==> src/rtl/pipe_req_arbiter_pkg.sv <==
// Shared types and constants for the pipeline-input round-robin arbiter
// and the async stage benches that feed it.
package pipe_arb_pkg;

    localparam int PIPE_ARB_DW = 3;

    typedef enum logic [1:0] {
        IDLE    = 2'd0,
        REQ_HI  = 2'd1,
        REQ_LO  = 2'd2,
        RELEASE = 2'd3
    } arb_state_e;

    // Successor of a requester index, wrapping at n-1 back to 0.
    function automatic int rr_next(input int idx, input int n);
        return ((idx + 32'sd1) >= n) ? 32'sd0 : (idx + 32'sd1);
    endfunction

endpackage

==> src/rtl/pipe_req_arbiter_if.sv <==
// Requester-side and stage-side handshake bundle of pipe_req_arbiter.
// slave = arbiter view, master = producer/stage (bench) view.
interface pipe_req_arbiter_if #(
    parameter int N_REQ = 4,
    parameter int DW    = pipe_arb_pkg::PIPE_ARB_DW
);
    localparam int IDW = $clog2(N_REQ);

    logic [N_REQ-1:0]    req_in;
    logic [N_REQ*DW-1:0] data_in;
    logic [N_REQ-1:0]    ack_out;
    logic                req_out;
    logic [DW-1:0]       data_out;
    logic                ack_in;
    logic [IDW-1:0]      grant_id;
    logic                busy;

    modport slave (
        input  req_in, data_in, ack_in,
        output ack_out, req_out, data_out, grant_id, busy
    );

    modport master (
        output req_in, data_in, ack_in,
        input  ack_out, req_out, data_out, grant_id, busy
    );

endinterface

==> src/rtl/pipe_req_arbiter_rr_pick.sv <==
// Combinational round-robin first-one search over a candidate vector,
// starting at ptr and wrapping at N_REQ-1 -> 0.
module rr_pick #(
    parameter int N_REQ = 4,
    parameter int IDW   = $clog2(N_REQ)
) (
    input  logic [N_REQ-1:0] cand,
    input  logic [IDW-1:0]   ptr,
    output logic             valid,
    output logic [IDW-1:0]   idx
);

    int             sum_s;
    logic [IDW-1:0] pos_s;

    // Walk ptr, ptr+1, ... and keep the first candidate found.
    always_comb begin
        valid = 1'b0;
        idx   = '0;
        sum_s = 32'sd0;
        pos_s = '0;
        for (int k = 0; k < N_REQ; k++) begin
            sum_s = int'(ptr) + k;
            if (sum_s >= N_REQ) begin
                sum_s = sum_s - N_REQ;
            end else begin
                sum_s = sum_s;
            end
            pos_s = IDW'(sum_s);
            if (!valid && cand[pos_s]) begin
                valid = 1'b1;
                idx   = pos_s;
            end else begin
                idx   = idx;
            end
        end
    end

endmodule

==> src/rtl/pipe_req_arbiter.sv <==
// Round-robin arbiter driving one async pipeline stage input with a full
// 4-phase cycle per transfer. Optional macro PIPE_ARB_ACK_SYNC_EN adds a
// 2-flop synchroniser on the stage ack.
module pipe_req_arbiter
    import pipe_arb_pkg::*;
#(
    parameter int N_REQ = 4,
    parameter int DW    = PIPE_ARB_DW
) (
    input  logic              clk,
    input  logic              rst,
    pipe_req_arbiter_if.slave bus
);

    localparam int IDW = $clog2(N_REQ);

    logic ack_s;

`ifdef PIPE_ARB_ACK_SYNC_EN
    logic ack_meta_r;
    logic ack_sync_r;

    // Two-flop synchroniser for the stage ack.
    always_ff @(posedge clk) begin
        if (rst) begin
            ack_meta_r <= 1'b0;
            ack_sync_r <= 1'b0;
        end else begin
            ack_meta_r <= bus.ack_in;
            ack_sync_r <= ack_meta_r;
        end
    end

    assign ack_s = ack_sync_r;
`else
    assign ack_s = bus.ack_in;
`endif

    arb_state_e       state_r, state_nx_s;
    logic [IDW-1:0]   ptr_r, ptr_nx_s;
    logic [IDW-1:0]   grant_id_r, grant_id_nx_s;
    logic [IDW-1:0]   pick_idx_s;
    logic             pick_valid_s;
    logic             req_out_r, req_out_nx_s;
    logic             busy_r;
    logic [DW-1:0]    data_out_r, data_out_nx_s, data_sel_s;
    logic [N_REQ-1:0] ack_out_r, ack_out_nx_s, cand_s;

    // A requester still holding req after its ack is not a new candidate.
    assign cand_s = bus.req_in & ~ack_out_r;

    rr_pick #(
        .N_REQ (N_REQ),
        .IDW   (IDW)
    ) u_pick (
        .cand  (cand_s),
        .ptr   (ptr_r),
        .valid (pick_valid_s),
        .idx   (pick_idx_s)
    );

    // Mux the winner's data word out of the flattened requester bus.
    always_comb begin
        data_sel_s = '0;
        for (int i = 0; i < N_REQ; i++) begin
            if (pick_idx_s == IDW'(i)) begin
                data_sel_s = bus.data_in[i*DW +: DW];
            end else begin
                data_sel_s = data_sel_s;
            end
        end
    end

    // State register.
    always_ff @(posedge clk) begin
        if (rst) begin
            state_r <= IDLE;
        end else begin
            state_r <= state_nx_s;
        end
    end

    // Next-state logic.
    always_comb begin
        state_nx_s = state_r;
        case (state_r)
            IDLE:    state_nx_s = pick_valid_s            ? REQ_HI : IDLE;
            REQ_HI:  state_nx_s = ack_s                   ? REQ_LO : REQ_HI;
            REQ_LO:  state_nx_s = !ack_s                  ? RELEASE : REQ_LO;
            RELEASE: state_nx_s = !bus.req_in[grant_id_r] ? IDLE : RELEASE;
            default: state_nx_s = IDLE;
        endcase
    end

    // Next values of the registered outputs and the round-robin pointer.
    always_comb begin
        req_out_nx_s  = req_out_r;
        data_out_nx_s = data_out_r;
        grant_id_nx_s = grant_id_r;
        ack_out_nx_s  = ack_out_r;
        ptr_nx_s      = ptr_r;
        case (state_r)
            IDLE: begin
                if (pick_valid_s) begin
                    grant_id_nx_s = pick_idx_s;
                    data_out_nx_s = data_sel_s;
                    req_out_nx_s  = 1'b1;
                end else begin
                    req_out_nx_s  = 1'b0;
                end
            end
            REQ_HI: begin
                if (ack_s) begin
                    req_out_nx_s = 1'b0;
                end else begin
                    req_out_nx_s = 1'b1;
                end
            end
            REQ_LO: begin
                if (!ack_s) begin
                    ack_out_nx_s[grant_id_r] = 1'b1;
                end else begin
                    ack_out_nx_s = ack_out_r;
                end
            end
            RELEASE: begin
                // The winner drops to lowest priority for the next round.
                if (!bus.req_in[grant_id_r]) begin
                    ack_out_nx_s[grant_id_r] = 1'b0;
                    ptr_nx_s = IDW'(rr_next(int'(grant_id_r), N_REQ));
                end else begin
                    ptr_nx_s = ptr_r;
                end
            end
            default: begin
                req_out_nx_s = 1'b0;
                ack_out_nx_s = '0;
            end
        endcase
    end

    // Output and pointer registers.
    always_ff @(posedge clk) begin
        if (rst) begin
            req_out_r  <= 1'b0;
            data_out_r <= '0;
            grant_id_r <= '0;
            ack_out_r  <= '0;
            ptr_r      <= '0;
            busy_r     <= 1'b0;
        end else begin
            req_out_r  <= req_out_nx_s;
            data_out_r <= data_out_nx_s;
            grant_id_r <= grant_id_nx_s;
            ack_out_r  <= ack_out_nx_s;
            ptr_r      <= ptr_nx_s;
            busy_r     <= (state_nx_s != IDLE);
        end
    end

    assign bus.req_out  = req_out_r;
    assign bus.data_out = data_out_r;
    assign bus.grant_id = grant_id_r;
    assign bus.ack_out  = ack_out_r;
    assign bus.busy     = busy_r;

endmodule

==> src/flat_wrapper.sv <==
// flat-port wrapper written by rule: the top's interface ports become plain ports
module pipe_req_arbiter_flat import pipe_arb_pkg::*;
#(
    parameter int N_REQ = 4,
    parameter int DW    = PIPE_ARB_DW
)
  (clk, rst, bus_req_in, bus_data_in, bus_ack_in, bus_ack_out, bus_req_out, bus_data_out, bus_grant_id, bus_busy);
  pipe_req_arbiter_if #(.N_REQ(N_REQ), .DW(DW)) bus_i ();
  input  logic clk;
  input  logic rst;
  input wire logic [$bits(bus_i.req_in)-1:0] bus_req_in;
  input wire logic [$bits(bus_i.data_in)-1:0] bus_data_in;
  input wire logic [$bits(bus_i.ack_in)-1:0] bus_ack_in;
  output wire logic [$bits(bus_i.ack_out)-1:0] bus_ack_out;
  output wire logic [$bits(bus_i.req_out)-1:0] bus_req_out;
  output wire logic [$bits(bus_i.data_out)-1:0] bus_data_out;
  output wire logic [$bits(bus_i.grant_id)-1:0] bus_grant_id;
  output wire logic [$bits(bus_i.busy)-1:0] bus_busy;
  assign bus_i.req_in = bus_req_in;
  assign bus_i.data_in = bus_data_in;
  assign bus_i.ack_in = bus_ack_in;
  assign bus_ack_out = bus_i.ack_out;
  assign bus_req_out = bus_i.req_out;
  assign bus_data_out = bus_i.data_out;
  assign bus_grant_id = bus_i.grant_id;
  assign bus_busy = bus_i.busy;
  pipe_req_arbiter #(.N_REQ(N_REQ), .DW(DW)) u_core (.clk(clk), .rst(rst), .bus(bus_i));
endmodule
==> config.mk <==
export PLATFORM = sky130hd
export DESIGN_NAME = pipe_req_arbiter_flat
export DESIGN_NICKNAME = d
export VERILOG_FILES = /design/src/rtl/pipe_req_arbiter_pkg.sv /design/src/rtl/pipe_req_arbiter_if.sv /design/src/rtl/pipe_req_arbiter_rr_pick.sv /design/src/rtl/pipe_req_arbiter.sv /design/src/flat_wrapper.sv
export SDC_FILE = /design/constraint.sdc
export NUM_CORES = 1
export LEC_CHECK = 0
export ABC_AREA = 1
export CAP_MARGIN = 5
export CELL_PAD_IN_SITES_DETAIL_PLACEMENT = 1
export CELL_PAD_IN_SITES_GLOBAL_PLACEMENT = 1
export CORE_MARGIN = 1.5
export CORE_UTILIZATION = 33
export CTS_CLUSTER_DIAMETER = 30
export CTS_CLUSTER_SIZE = 16
export DETAILED_ROUTE_END_ITERATION = 7
export PLACE_DENSITY_LB_ADDON = 0.1
export REMOVE_ABC_BUFFERS = 1
export SLEW_MARGIN = 20
export SYNTH_ARGS = -nofsm -noshare
export SYNTH_HDL_FRONTEND = slang
export SYNTH_SLANG_ARGS = --single-unit
==> constraint.sdc <==
create_clock -name clk -period 2 [get_ports clk]
set_input_delay 0.6 -clock clk [delete_from_list [all_inputs] [get_ports clk]]
set_output_delay 0.6 -clock clk [all_outputs]
set_load 0.02 [all_outputs]
==> flow_metrics.py, run 1 <==
metrics = {
    "outcome": {
        "status": "complete, no violations",
    },
    "min_path": {
        "hold_path_class": "register to register",
    },
    "cts": {
        "cts_hold_buf": 0,
        "cts-root-buf": "clkbuf_4",
        "clk_path_buf_depth": 2,
        "clk_pin_slew_ns": 0.09,
        "cts_made_buffers": 3,
        "clock_sinks": 15,
        "cts_tree": "built",
        "h-tree-depth": 1,
        "clk_latency_ns": 0.29,
    },
    "logic_synthesis": {
        "synth-seq-cells": 15,
        "synth_top_cell_by_area": "dfxtp_1",
        "async_flop_share_pct": 0,
        "netlist_instances": 161,
        "synth.most_common_cell": "nand2_1",
        "synth_top_area_share_pct": 26.85,
        "ys_top_cells_by_count": "32 x nand2_1, 22 x nand3_1, 16 x inv_1",
        "netlist_top_cells_area": "dfxtp_1 27%, nand2_1 11%, nand3_1 9.8%",
        "syn_area_sq_um": 1119,
        "ys_types": 24,
        "synth_edf_count": 0,
        "synth.avg_cell_area_sq_um": 6.948,
        "seq_area_frac_synth_pct": 26.85,
        "synth-main-ff-cell": "dfxtp_1",
        "yosys_warnings": 0,
    },
    "floorplan": {
        "placementRows": 20,
        "die_y_microns": 61.22,
        "core_sq_um": 3128,
        "die_x_microns": 61.22,
        "initial_utilization_pct": 35.76,
        "boundaryPins": 30,
        "die_area_sq_um": 3748,
    },
    "timing": {
        "slew_headroom_pct": 63.63,
        "worst_slack_ns": 0.1245,
        "rsz0062_at_grt": "false",
        "fin_crit_sh_pct": 93.78,
        "hold_slack_ns": 0.4890,
        "worst-slew-pin-transition_ns": 0.5422,
        "final_max_slew_viol_count": 0,
        "post-route-min-period_ns": 1.876,
        "setup_viol_count_final": 0,
        "finClkSkew_ns": 0.005843,
        "fmax_mhz": 533.2,
        "hold_viol_final": 0,
    },
    "worst_setup_path": {
        "path_class": "register to primary output",
        "cp.buffers_inverters": 1,
        "r2r_end": "u_core.bus.data_out[1]$_SDFFE_PP0P_",
        "slowest_stage": "clkdlybuf4s50_1",
        "crit_path_max_incr_delay_ns": 0.62,
        "critPathCaptureType": "primary output",
        "cp_top_family": "buffers and inverters",
        "r2r_start": "u_core.ptr_r[1]$_SDFFE_PP0P_",
        "cp.arrival_ns": 1.28,
        "r2r_slack_ns": 0.15,
        "cp_max_fo": 3,
        "worstPathRequired_ns": 1.40,
        "cp_num_cells": 1,
        "cp-endpoint": "bus_ack_out[0]",
        "ff2ff_path_depth": 13,
        "path_cells": "clkdlybuf4s50_1",
        "crit_path_start_kind": "register",
    },
    "detailed_routing": {
        "antenna_left": 0,
        "routed_wirelength_mm": 3.325,
        "drc": 0,
        "drtIter0Drc": 44,
        "dr.pass1.iters": 4,
        "wl_per_cell_microns": 13.41,
        "viasPerCell": 5.052,
        "num_vias": 1253,
    },
    "global_routing": {
        "grt.overflow.total": 0,
        "grtUsageTotal_pct": 19.70,
        "antenna_found_initial": 0,
        "grt_first_pass_wirelength_mm": 5.540,
        "grt_max_degree": 10,
        "grt_pass1_vias": 1254,
    },
    "placed_design": {
        "place_hpwl_mm": 2.697,
        "dp_slack_ns": -0.4361,
        "gp_congestion": 0.8388,
        "io_buffers": 29,
    },
    "run": {
        "cap_violations": 0,
    },
    "final_layout": {
        "syn2layout_area_growth_pct": 42.51,
        "fin_nets": 228,
        "final.fill_count": 410,
        "diodes": 0,
        "drive_above_1_share_pct": 24.02,
    },
    "power": {
        "cellLeakagePower_nw": 0.6921,
        "powerDensity_nw_per_um2": 623.1,
        "ir_drop_uv": 516.3,
    },
}
## kinds of logic (layout without fill, tap and decap cells)
logic type                 Yosys count  after routing  share of synthesized area (%)
adders and majority gates            4              4                          4.474
buffers and inverters               22             65                          9.844
DFF                                 15             15                          26.85
and+or+nand+nor                     86             86                          39.93
AOI/OAI and AO/OA                   34             34                          18.90
## placed cells by master (no fill, tap or decap), drive strengths merged
cell type	synthesis	routed
a21oi	16	16
a31oi	1	1
o21ai	9	9
nand4	3	3
o31ai	1	1
a21boi	1	1
clkdlybuf4s50	0	25
ha	4	4
dfxtp	15	15
nor2	11	11
clkbuf	0	4
inv	19	19
clkdlybuf4s15	0	1
nand2	43	43
o22ai	1	1
o221ai	1	1
a311oi	4	4
nand3	29	29
dlygate4sd2	0	3
buf	3	13
## worst min-delay path by stage
| stage | start | end | slack [ns] | depth (start not counted) |
|---|---|---|---|---|
| 3_5_place_dp | u_core.bus.req_out$_SDFFE_PP0P_ | u_core.bus.req_out$_SDFFE_PP0P_ | 0.47 | 2 |
| 5_1_grt | u_core.bus.req_out$_SDFFE_PP0P_ | u_core.bus.req_out$_SDFFE_PP0P_ | 0.50 | 2 |
| 4_1_cts | u_core.bus.req_out$_SDFFE_PP0P_ | u_core.bus.req_out$_SDFFE_PP0P_ | 0.49 | 2 |
| 3_3_place_gp | u_core.bus.req_out$_SDFFE_PP0P_ | u_core.bus.req_out$_SDFFE_PP0P_ | 0.47 | 2 |
| 6_report | u_core.bus.req_out$_SDFFE_PP0P_ | u_core.bus.req_out$_SDFFE_PP0P_ | 0.49 | 2 |
| 2_1_floorplan | u_core.state_r[0]$_SDFF_PP0_ | u_core.bus.req_out$_SDFFE_PP0P_ | 0.48 | 2 |
## final cells by class
type	instances	area [sq um]	share of cell area, %
multi-input combinational	124	744.5	46.70
clock buffer	4	26.28	1.648
tap	44	55.05	3.454
inverter	19	83.83	5.259
timing repair buffer	42	384.1	24.10
sequential	15	300.3	18.84
## metal layers
layer  part of all wire [%]  wire length [microns]  global-route usage, %
met5                      0                      0                      0
met4                   0.24                      8                  2.795
met3                    4.5                    150                  4.832
met2                     50                   1675                  34.95
met1                     45                   1491                  24.68
## per-stage QoR
stage	instance area, sq um	total power, W	instances	utilization, %	TNS [ns]
after global placement	1528	0.0007967	243	48.84	-3.012
after floorplan	1092	0.0006087	158	-	0
after global routing	1594	0.001066	248	50.96	0
after CTS	1578	0.0009951	248	50.44	0
final	1594	0.0009933	248	50.96	0
after detailed placement	1528	0.0008080	243	48.84	-3.488
## report_power, final
| part | switching [W] | total (W) | internal, W |
|---|---|---|---|
| Sequential | 0.0000227 | 0.000355 | 0.000332 |
| Clock | 0.0000978 | 0.000175 | 0.0000776 |
| Combinational | 0.000261 | 0.000463 | 0.000203 |
| Total | 0.000381 | 0.000993 | 0.000612 |
## timing repair
action,CTS,global route
endpoints found under the setup margin,3,6
resized for setup,9,6
setup buffers,1,0
pin swaps,2,0
Power figures use the tool's default switching activity.
==> run 2: changes to the inputs <==
--- a/config.mk
+++ b/config.mk
@@ -6,6 +6,7 @@
 export NUM_CORES = 1
 export LEC_CHECK = 0
 export ABC_AREA = 1
+export ABC_CLOCK_PERIOD_IN_PS = 2000
 export CAP_MARGIN = 5
 export CELL_PAD_IN_SITES_DETAIL_PLACEMENT = 1
 export CELL_PAD_IN_SITES_GLOBAL_PLACEMENT = 1
@@ -16,6 +17,7 @@
 export DETAILED_ROUTE_END_ITERATION = 7
 export PLACE_DENSITY_LB_ADDON = 0.1
 export REMOVE_ABC_BUFFERS = 1
+export SETUP_SLACK_MARGIN = 0.02
 export SLEW_MARGIN = 20
 export SYNTH_ARGS = -nofsm -noshare
 export SYNTH_HDL_FRONTEND = slang
==> constraint.sdc (replaced) <==
create_clock -name clk -period 2 [get_ports clk]
set_input_delay 0.2 -clock clk [delete_from_list [all_inputs] [get_ports clk]]
set_output_delay 0.2 -clock clk [all_outputs]
set_load 0.02 [all_outputs]
==> flow_metrics.py, run 2 (synthesis results as in run 1) <==
metrics = {
    "run": {
        "cap_violations": 0,
    },
    "worst_setup_path": {
        "r2r_start": "u_core.ptr_r[0]$_SDFFE_PP0P_",
        "slowest_stage": "dfxtp_2",
        "cpMostUsedCell": "nand3_1",
        "path_class": "register to register",
        "crit_start": "u_core.ptr_r[0]$_SDFFE_PP0P_",
        "cp_max_fo": 9,
        "worstPathRequired_ns": 2.19,
        "path_cells": "nand3_1, nand3_1, nand2_2, a21oi_1, nand2_1, nand2_4, inv_4, nand3_1, nand3_1, a21oi_1, nor2_1",
        "critPathCaptureType": "register",
        "crit_path_start_kind": "register",
        "crit_path_max_incr_delay_ns": 0.48,
        "cp.arrival_ns": 2.00,
    },
    "timing": {
        "setup_viol_count_final": 0,
        "final_max_slew_viol_count": 0,
        "worst_slack_ns": 0.1857,
        "hold_viol_final": 0,
        "worst-slew-pin-transition_ns": 0.8578,
        "rsz0062_at_grt": "false",
        "fmax_mhz": 551.2,
        "slew_headroom_pct": 42.32,
        "fin_crit_sh_pct": 90.71,
        "finClkSkew_ns": 0.004554,
        "post-route-min-period_ns": 1.814,
    },
    "outcome": {
        "status": "complete, no violations",
    },
    "final_layout": {
        "fin_nets": 221,
        "multi_input_area_sq_um": 708.2,
        "diodes": 0,
        "syn2layout_area_growth_pct": 35.23,
        "final_common_cell": "nand2_1",
        "final_cells": 241,
        "drive_above_1_share_pct": 19.29,
        "final_util_pct": 48.36,
        "layout_common_cells": "32 x nand2_1, 29 x clkdlybuf4s50_1, 22 x nand3_1",
        "seqCellArea_sq_um": 302.8,
        "final.fill_count": 426,
    },
    "cts": {
        "clk_path_buf_depth": 2,
        "clock_sinks": 15,
        "cts_tree": "built",
        "cts-root-buf": "clkbuf_4",
        "cts_made_buffers": 3,
        "clk_latency_ns": 0.29,
        "h-tree-depth": 1,
        "clk_pin_slew_ns": 0.09,
        "post_cts_buffers": 0,
    },
    "floorplan": {
        "core_sq_um": 3128,
        "initial_utilization_pct": 35.76,
        "die_y_microns": 61.22,
        "die_area_sq_um": 3748,
        "boundaryPins": 30,
        "placementRows": 20,
        "die_x_microns": 61.22,
    },
    "global_routing": {
        "grt_max_degree": 11,
        "grt.overflow.total": 0,
        "antenna_found_initial": 0,
        "grtUsageTotal_pct": 18.93,
        "grt_pass1_vias": 1260,
        "grt_first_pass_wirelength_mm": 5.333,
    },
    "power": {
        "cellLeakagePower_nw": 0.6497,
        "powerDensity_nw_per_um2": 631.9,
        "ir_drop_uv": 504.2,
    },
    "detailed_routing": {
        "num_vias": 1231,
        "wl_met1_mm": 1.421,
        "drtIter0Drc": 52,
        "wl_per_cell_microns": 13.16,
        "top_layer_used": "met4",
        "wl_met3_microns": 144,
        "drc": 0,
        "dr.pass1.iters": 4,
        "antenna_left": 0,
        "routed_wirelength_mm": 3.172,
        "viasPerCell": 5.108,
        "met2WireLength_mm": 1.564,
    },
    "placed_design": {
        "place_hpwl_mm": 2.659,
        "gp_congestion": 0.8645,
        "io_buffers": 29,
        "dp_cells": 237,
        "dp_slack_ns": -0.09198,
    },
    "min_path": {
        "hold_path_class": "register to register",
        "hold_path_startpoint": "u_core.bus.data_out[1]$_SDFFE_PP0P_",
    },
}
## run 2: cell types whose count changed in the layout (fill, tap and decap cells not counted), moves of 2 or more
cell	delta
buf_4	-7
clkdlybuf4s50_1	+4
dfxtp_1	-2
dfxtp_2	+2
dlygate4sd2_1	-3
nand3_1	+4
nand3_2	-4
o21ai_0	+2
o21ai_1	-2
## run 2: worst paths after layout
kind,endpoint,slack (ns),cells past startpoint
worst min register to register,u_core.bus.data_out[1]$_SDFFE_PP0P_,0.50,2
worst min-delay path,u_core.bus.data_out[1]$_SDFFE_PP0P_,0.50,2
worst max register to register,u_core.bus.data_out[2]$_SDFFE_PP0P_,0.19,11
worst max-delay path,u_core.bus.data_out[2]$_SDFFE_PP0P_,0.19,11
## run 2: power breakdown
part | internal [W] | total, W | switching, W
Combinational | 0.000180 | 0.000424 | 0.000243
Clock | 0.0000744 | 0.000174 | 0.0000998
Sequential | 0.000332 | 0.000358 | 0.0000259
## run 2: stage by stage
step / setup TNS (ns) / cell area, sq um / power (W) / hold slack (ns)
after floorplan: 0 / 1092 / 0.0006087 / 0.2624
after CTS: 0 / 1511 / 0.0009718 / 0.4971
final: 0 / 1513 / 0.0009559 / 0.4954
after global placement: -0.04767 / 1483 / 0.0007805 / 0.4722
after global routing: 0 / 1513 / 0.001039 / 0.5187
after detailed placement: -0.1503 / 1483 / 0.0007908 / 0.4732
## run 2: final cells by class
class                           count  area share (%)
Multi-Input combinational cell    124           46.82
Timing Repair Buffer               35           22.17
Clock buffer                        3           1.489
Sequential cell                    15           20.02
Inverter                           19           5.542
Clock inverter                      1          0.3309
Tap cell                           44           3.639
## run 2: timing repair
item,in CTS,in global routing
setup endpoints to repair,1,3
gates resized for setup,1,1
hold buffers,0,0
## run 2: routing by layer
metal  up-vias  GRT usage (%)
li1        620              -
met1       579          22.39
met2        27          33.28
met3         5          5.882
met4         0          4.658
met5         -              0
## run 2: critical path: cells and delay by family (launching register included)
family	cells	cell delay (ns)
DFF	1	0.48
AOI/OAI and AO/OA	2	0.35
buffers and inverters	1	0.06
and+or+nand+nor	8	0.82
==> run 3: changes to the inputs <==
--- a/config.mk
+++ b/config.mk
@@ -15,6 +15,7 @@
 export CTS_CLUSTER_DIAMETER = 30
 export CTS_CLUSTER_SIZE = 16
 export DETAILED_ROUTE_END_ITERATION = 7
+export HOLD_SLACK_MARGIN = 0.02
 export PLACE_DENSITY_LB_ADDON = 0.1
 export REMOVE_ABC_BUFFERS = 1
 export SETUP_SLACK_MARGIN = 0.02
==> results of run 3 <==
Same layout as run 2: the final DEF is identical, and so are final timing and power.
